$ cat config.mk
export PLATFORM = sky130hd
export DESIGN_NAME = param_pipelined_core
export DESIGN_NICKNAME = d
export VERILOG_FILES = /design/src/rtl/core_pkg.sv /design/src/rtl/core_regfile.sv /design/src/rtl/param_pipelined_core.sv
export SDC_FILE = /design/constraint.sdc
export NUM_CORES = 1
export LEC_CHECK = 0
export CAP_MARGIN = 20
export CORE_ASPECT_RATIO = 1.75
export CORE_MARGIN = 2
export CORE_UTILIZATION = 46
export DETAILED_ROUTE_END_ITERATION = 8
export DONT_BUFFER_PORTS = 1
export GPL_ROUTABILITY_DRIVEN = 1
export PLACE_DENSITY = 0.73
export SLEW_MARGIN = 20
export SYNTH_ARGS = -nofsm -noshare
export SYNTH_HDL_FRONTEND = slang
export SYNTH_SLANG_ARGS = --single-unit
$ cat constraint.sdc
create_clock -name clk -period 5 [get_ports clk]
set_input_delay 1 -clock clk [delete_from_list [all_inputs] [get_ports clk]]
set_output_delay 1 -clock clk [all_outputs]
set_load 0.05 [all_outputs]
$ cat src/rtl/core_pkg.sv
// Opcode encodings and instruction-field helpers shared by the pipelined core.
// Field helpers work on a zero-extended word so they serve any parameterisation.
package core_pkg;

   localparam logic [2:0] OP_NOP  = 3'b000;
   localparam logic [2:0] OP_MOVI = 3'b001;
   localparam logic [2:0] OP_ADD  = 3'b010;
   localparam logic [2:0] OP_SUB  = 3'b011;
   localparam logic [2:0] OP_AND  = 3'b100;
   localparam logic [2:0] OP_SLLI = 3'b101;
   localparam logic [2:0] OP_JMP  = 3'b110;
   localparam logic [2:0] OP_BEQZ = 3'b111;

   localparam int unsigned FIELD_W = 64;
   typedef logic [FIELD_W-1:0] field_t;

   function automatic field_t low_mask(input int unsigned w);
      return (field_t'(1) << w) - field_t'(1);
   endfunction

   // Layout MSB to LSB: {opcode[2:0], rd, rs, imm}.
   function automatic logic [2:0] get_op(input field_t instr, input int unsigned reg_aw,
                                         input int unsigned imm_w);
      return 3'((instr >> (2 * reg_aw + imm_w)) & field_t'(7));
   endfunction

   function automatic field_t get_rd(input field_t instr, input int unsigned reg_aw,
                                     input int unsigned imm_w);
      return (instr >> (reg_aw + imm_w)) & low_mask(reg_aw);
   endfunction

   function automatic field_t get_rs(input field_t instr, input int unsigned reg_aw,
                                     input int unsigned imm_w);
      return (instr >> imm_w) & low_mask(reg_aw);
   endfunction

   function automatic field_t get_imm(input field_t instr, input int unsigned imm_w);
      return instr & low_mask(imm_w);
   endfunction

   function automatic logic reg_write(input logic [2:0] op);
      return op inside {OP_MOVI, OP_ADD, OP_SUB, OP_AND, OP_SLLI};
   endfunction

   function automatic logic is_branch(input logic [2:0] op);
      return op inside {OP_JMP, OP_BEQZ};
   endfunction

endpackage

$ cat src/rtl/core_regfile.sv
// Register file: synchronous reset, one write port, two asynchronous read ports.
// A write in progress is passed straight through to a matching read.
module core_regfile #(
   parameter int unsigned DATA_W = 8,
   parameter int unsigned REG_AW = 3
) (
   input  logic              clk_i,
   input  logic              reset_i,
   input  logic              we_i,
   input  logic [REG_AW-1:0] waddr_i,
   input  logic [DATA_W-1:0] wdata_i,
   input  logic [REG_AW-1:0] raddr_a_i,
   output logic [DATA_W-1:0] rdata_a_o,
   input  logic [REG_AW-1:0] raddr_b_i,
   output logic [DATA_W-1:0] rdata_b_o
);

   localparam int unsigned NUM_REGS = 2 ** REG_AW;

   logic [DATA_W-1:0] regs_q [NUM_REGS];

   always_ff @(posedge clk_i) begin
      if (reset_i) begin
         for (int unsigned i = 0; i < NUM_REGS; i++) begin
            regs_q[i] <= '0;
         end
      end else if (we_i) begin
         regs_q[waddr_i] <= wdata_i;
      end
   end

   always_comb begin
      rdata_a_o = (we_i && (waddr_i == raddr_a_i)) ? wdata_i : regs_q[raddr_a_i];
      rdata_b_o = (we_i && (waddr_i == raddr_b_i)) ? wdata_i : regs_q[raddr_b_i];
   end

endmodule

$ cat src/rtl/param_pipelined_core.sv
// Four-stage IF/ID/EX/WB core with EX/WB forwarding, branch flush, external stall
// and a retirement trace port driven from the EX/WB registers.
module param_pipelined_core #(
   parameter int unsigned DATA_W = 8,
   parameter int unsigned REG_AW = 3,
   parameter int unsigned IMM_W  = 8,
   parameter int unsigned PC_W   = 8
) (
   input  logic                        clk,
   input  logic                        reset,
   input  logic                        stall,
   output logic [PC_W-1:0]             imem_addr,
   input  logic [3+2*REG_AW+IMM_W-1:0] imem_data,
   output logic                        retire_valid,
   output logic [PC_W-1:0]             retire_pc,
   output logic                        retire_we,
   output logic [REG_AW-1:0]           retire_rd,
   output logic [DATA_W-1:0]           retire_data
);

   import core_pkg::*;

   localparam int unsigned INSTR_W = 3 + 2 * REG_AW + IMM_W;
   localparam int unsigned SH_W    = (DATA_W > 1) ? $clog2(DATA_W) : 1;

   logic [PC_W-1:0]    pc_q;

   logic               ifid_valid_q;
   logic [INSTR_W-1:0] ifid_instr_q;
   logic [PC_W-1:0]    ifid_pc_q;

   logic               idex_valid_q;
   logic [2:0]         idex_op_q;
   logic [REG_AW-1:0]  idex_rd_q;
   logic [REG_AW-1:0]  idex_rs_q;
   logic [IMM_W-1:0]   idex_imm_q;
   logic [PC_W-1:0]    idex_pc_q;
   logic [DATA_W-1:0]  idex_rd_val_q;
   logic [DATA_W-1:0]  idex_rs_val_q;

   logic               exwb_valid_q;
   logic               exwb_we_q;
   logic [REG_AW-1:0]  exwb_rd_q;
   logic [DATA_W-1:0]  exwb_data_q;
   logic [PC_W-1:0]    exwb_pc_q;

   field_t             id_word;
   logic [2:0]         id_op;
   logic [REG_AW-1:0]  id_rd;
   logic [REG_AW-1:0]  id_rs;
   logic [IMM_W-1:0]   id_imm;
   logic [DATA_W-1:0]  id_rd_val;
   logic [DATA_W-1:0]  id_rs_val;

   logic               wb_write;

   logic               fwd_a;
   logic               fwd_b;
   logic [DATA_W-1:0]  ex_a;
   logic [DATA_W-1:0]  ex_b;
   logic [DATA_W-1:0]  ex_result;
   logic               ex_we;
   logic               ex_taken;
   logic [PC_W-1:0]    ex_target;

   // ID: field decode and register read.
   always_comb begin
      id_word                = '0;
      id_word[INSTR_W-1:0]   = ifid_instr_q;
      id_op                  = get_op(id_word, REG_AW, IMM_W);
      id_rd                  = REG_AW'(get_rd(id_word, REG_AW, IMM_W));
      id_rs                  = REG_AW'(get_rs(id_word, REG_AW, IMM_W));
      id_imm                 = IMM_W'(get_imm(id_word, IMM_W));
   end

   // WB writes are suppressed while stalled so a held instruction writes exactly once.
   assign wb_write = exwb_valid_q & exwb_we_q & ~stall;

   core_regfile #(
      .DATA_W (DATA_W),
      .REG_AW (REG_AW)
   ) u_regfile (
      .clk_i     (clk),
      .reset_i   (reset),
      .we_i      (wb_write),
      .waddr_i   (exwb_rd_q),
      .wdata_i   (exwb_data_q),
      .raddr_a_i (id_rd),
      .rdata_a_o (id_rd_val),
      .raddr_b_i (id_rs),
      .rdata_b_o (id_rs_val)
   );

   // EX: operand forwarding from EX/WB, ALU and branch resolution.
   always_comb begin
      fwd_a     = exwb_valid_q & exwb_we_q & (exwb_rd_q == idex_rd_q);
      fwd_b     = exwb_valid_q & exwb_we_q & (exwb_rd_q == idex_rs_q);
      ex_a      = fwd_a ? exwb_data_q : idex_rd_val_q;
      ex_b      = fwd_b ? exwb_data_q : idex_rs_val_q;
      ex_result = '0;
      ex_we     = idex_valid_q & reg_write(idex_op_q);
      ex_target = PC_W'(idex_imm_q);
      ex_taken  = idex_valid_q & is_branch(idex_op_q) &
                  ((idex_op_q == OP_JMP) | (ex_a == '0));
      case (idex_op_q)
         OP_MOVI: ex_result = DATA_W'(idex_imm_q);
         OP_ADD:  ex_result = ex_a + ex_b;
         OP_SUB:  ex_result = ex_a - ex_b;
         OP_AND:  ex_result = ex_a & ex_b;
         OP_SLLI: ex_result = ex_a << idex_imm_q[SH_W-1:0];
         default: ex_result = '0;
      endcase
   end

   always_ff @(posedge clk) begin
      if (reset) begin
         pc_q          <= '0;
         ifid_valid_q  <= 1'b0;
         ifid_instr_q  <= '0;
         ifid_pc_q     <= '0;
         idex_valid_q  <= 1'b0;
         idex_op_q     <= OP_NOP;
         idex_rd_q     <= '0;
         idex_rs_q     <= '0;
         idex_imm_q    <= '0;
         idex_pc_q     <= '0;
         idex_rd_val_q <= '0;
         idex_rs_val_q <= '0;
         exwb_valid_q  <= 1'b0;
         exwb_we_q     <= 1'b0;
         exwb_rd_q     <= '0;
         exwb_data_q   <= '0;
         exwb_pc_q     <= '0;
      end else if (!stall) begin
         pc_q          <= ex_taken ? ex_target : pc_q + PC_W'(1);
         // A taken branch squashes the two younger instructions behind it.
         ifid_valid_q  <= ~ex_taken;
         ifid_instr_q  <= imem_data;
         ifid_pc_q     <= pc_q;
         idex_valid_q  <= ifid_valid_q & ~ex_taken;
         idex_op_q     <= id_op;
         idex_rd_q     <= id_rd;
         idex_rs_q     <= id_rs;
         idex_imm_q    <= id_imm;
         idex_pc_q     <= ifid_pc_q;
         idex_rd_val_q <= id_rd_val;
         idex_rs_val_q <= id_rs_val;
         exwb_valid_q  <= idex_valid_q;
         exwb_we_q     <= ex_we;
         exwb_rd_q     <= idex_rd_q;
         exwb_data_q   <= ex_result;
         exwb_pc_q     <= idex_pc_q;
      end
   end

   assign imem_addr    = pc_q;
   assign retire_valid = exwb_valid_q & ~stall;
   assign retire_pc    = exwb_pc_q;
   assign retire_we    = exwb_we_q;
   assign retire_rd    = exwb_rd_q;
   assign retire_data  = exwb_data_q;

endmodule
==> results.sh <==
export IMPL_min_delay_start="idex_valid_q$_SDFFE_PP0N_"
export IMPL_setup_violations=0
export IMPL_path_clk_slew_ns=0.06
export IMPL_first_pass_iters=4
export IMPL_critical_path_startpoint_type="register"
export IMPL_placed_cells=1009
export IMPL_vdd_drop_max_uv=250
export IMPL_cts_root_to_sink_buffers=2
export IMPL_first_iter_violations=362
export IMPL_grt_antenna_before_repair=0
export IMPL_diodes=0
export IMPL_endpoint_kind="register"
export IMPL_rows=66
export IMPL_fin_tns_setup_ns=0
export IMPL_postRouteAntennaNets=0
export IMPL_core_area_um2=18700
export IMPL_gp_congestion=0.934
export IMPL_register_area_um2=3860
export IMPL_post_cts_buffers=0
export IMPL_numCtsBuffers=17
export IMPL_grt_pass1_wl_um=33100
export IMPL_hp_class="reg -> reg"
export IMPL_wl_um=20700
export IMPL_fin_nets=821
export IMPL_cp_max_fo=4
export IMPL_p_leak_nw=3.42
export IMPL_worstSetupStartpoint="retire_we$_SDFFE_PP0N_"
export IMPL_start_util=0.469
export IMPL_synthTopCellsByArea="dfxtp_1 22%, edfxtp_1 22%, mux2i_1 11%"
export IMPL_synth_top_cell_area_share=0.222
export IMPL_grtUsageMet2=0.394
export IMPL_report_final_slew_viol_count=0
export IMPL_worst_setup_path_type="reg -> reg"
export IMPL_worst_skew_pair_late_latency_ns=0.43
export IMPL_fp_dieW_um=108
export IMPL_hold_viol=0
export IMPL_multi_input_area_um2=4480
export IMPL_timing_fmax_ghz=0.246
export IMPL_drive_gt1_frac=0.117
export IMPL_postCtsHoldBufs=0
export IMPL_cts_tree="done"
export IMPL_portBuffers=0
export IMPL_grt_pass1_vias=6291
export IMPL_synth_seq_area_share=0.441
export IMPL_grt_use_total=0.215
export IMPL_timing_rr_start="retire_we$_SDFFE_PP0N_"
export IMPL_critPathRequiredTime_ns=5.30
export IMPL_root_buffer="clkbuf_16"
export IMPL_synth_seq_cells=161
export IMPL_grt_overflow_total=0
export IMPL_synthDistinctLibCells=68
export IMPL_drc=0
export IMPL_pin_count=49
export IMPL_regMostFlops="u_regfile.regs_q"
export IMPL_largest_reg_flops=64
export IMPL_syn2layout_area_growth_pct=6.89
export IMPL_clock_skew_ns=0.00959
export IMPL_maxCapViolCount=0
export IMPL_grt_start_max_net_pins=142
export IMPL_busiest_layer="met2"
export IMPL_design_die_area_um2=20200
export IMPL_n_fill_cell=1683
export IMPL_die_h_um=186
export IMPL_outcome="finished, final reports clean"
export IMPL_synth_warnings=0
export IMPL_vias=6178
export IMPL_synth_area_um2=8750
export IMPL_power_density_nw_per_um2=321
export IMPL_finalCritPeriodShare=0.812
export IMPL_synthArstFlopShare=0
export IMPL_final_cells=1041
export IMPL_fin_crit_ns=4.06
export IMPL_htree_levels=4
export IMPL_largestRegisters="u_regfile.regs_q: 64 flops, ifid_instr_q: 17 flops"
export IMPL_clock_sinks=161
export IMPL_dpl_hpwl_um=14600
export IMPL_grt_use_met3=0.0430
export IMPL_tightestPinTransition_ns=0.937
export IMPL_wl_per_cell_um=19.9
export IMPL_synth_avg_cell_area_um2=10.5
export IMPL_synth_edf_count=64
export IMPL_cts_resized=0
export IMPL_synthFlopType="dfxtp_1"
export IMPL_arrival_ns=4.37
export IMPL_postSynthCellCount=834
export IMPL_syn_nets=865
export IMPL_relSlewSlack=0.374
export IMPL_rsz0062_at_grt="no"
export IMPL_final_util=0.501
export IMPL_yosys_area_top_type="dfxtp_1"
export IMPL_grtUsageMet1=0.216
export IMPL_vias_per_cell=5.93
-- cells in the final DEF (no fill, tap or decap), types with 7 or more instances in the layout --
cell,netlist,layout
a211oi_1,17,17
a21oi_1,38,38
and2_1,25,25
buf_4,3,13
clkbuf_16,0,17
clkinv_1,7,7
dfxtp_1,97,97
edfxtp_1,64,64
ha_1,10,10
inv_1,11,11
mux2i_1,100,100
mux4_2,34,34
nand2_1,28,28
nor2_1,120,120
nor2b_1,8,8
nor3_1,43,43
nor3b_1,7,7
nor4_1,16,16
o211ai_1,11,11
or2_2,8,8
or3_1,7,7
xnor2_1,9,9
xor2_1,12,12
-- worst max-delay path, stage by stage, from the launching register on --
cell and delay [ns]:
dfxtp_1 0.66, nand2_1 0.31, nor4_4 0.50, mux2i_1 0.35, ha_1 0.29, o21ai_0 0.39
ha_1 0.30, nor2b_1 0.15, o2111ai_1 0.22, nand3_1 0.10, o211ai_1 0.11, xnor3_1 0.41
nand2_1 0.09, a211oi_2 0.06
-- cells in the mapped netlist (all sizes together) (5+ instances only) --
master / number
nor4: 18
o211ai: 11
edfxtp: 64
clkinv: 7
mux2i: 101
a211oi: 18
and2: 25
o21ai: 7
nor3b: 7
xor2: 13
ha: 10
nor3: 44
nand3: 5
buf: 24
dfxtp: 97
a21oi: 39
or2: 8
nor2: 120
or3: 7
nor2b: 8
and3: 6
or4b: 6
inv: 12
nand2: 28
mux4: 37
xnor2: 9
clkbuf: 52
-- cells by family after synthesis --
logic type	synth area share
simple gates	0.172
flops	0.441
mux	0.214
compound gates	0.0832
buf+inv	0.0480
xor+xnor	0.0254
fa+ha+maj	0.0166
-- area by class of cell --
class | instances | area share
multi-input combinational | 578 | 0.479
sequential | 161 | 0.413
clock buffer | 20 | 0.0467
tap | 238 | 0.0318
clock inverter | 12 | 0.0119
timing repair buffer | 13 | 0.0104
inverter | 19 | 0.00762
-- worst paths after layout --
path / slack (ns) / end / cells after the start
hold reg to reg: 0.48 / idex_valid_q$_SDFFE_PP0N_ / 2
setup reg to reg: 0.94 / retire_data[7]$_SDFFE_PP0N_ / 13
setup / recovery: 0.94 / retire_data[7]$_SDFFE_PP0N_ / 13
hold / removal: 0.48 / idex_valid_q$_SDFFE_PP0N_ / 2
-- power breakdown --
group | leakage [nW] | internal (mW) | switching, mW
Combinational | 1.71 | 0.160 | 0.154
Sequential | 1.45 | 1.41 | 0.0680
Clock | 0.253 | 0.685 | 0.527
-- per-layer routing --
layer,vias up,share of wire
met3,60,0.037
met4,0,0.055
met1,2977,0.35
met2,173,0.55
met5,-,0
li1,2968,-
-- metrics by stage --
stage	total power [mW]	setup slack (ns)	cell area [um^2]	hold slack [ns]
2_1_floorplan	1.78	0.993	8750	0.450
3_3_place_gp	1.81	1.04	8810	0.460
3_5_place_dp	1.82	0.937	8810	0.464
4_1_cts	3.03	0.919	9360	0.474
5_1_grt	3.11	0.652	9360	0.506
6_report	3.00	0.938	9360	0.478
Power figures use the tool's default switching activity.
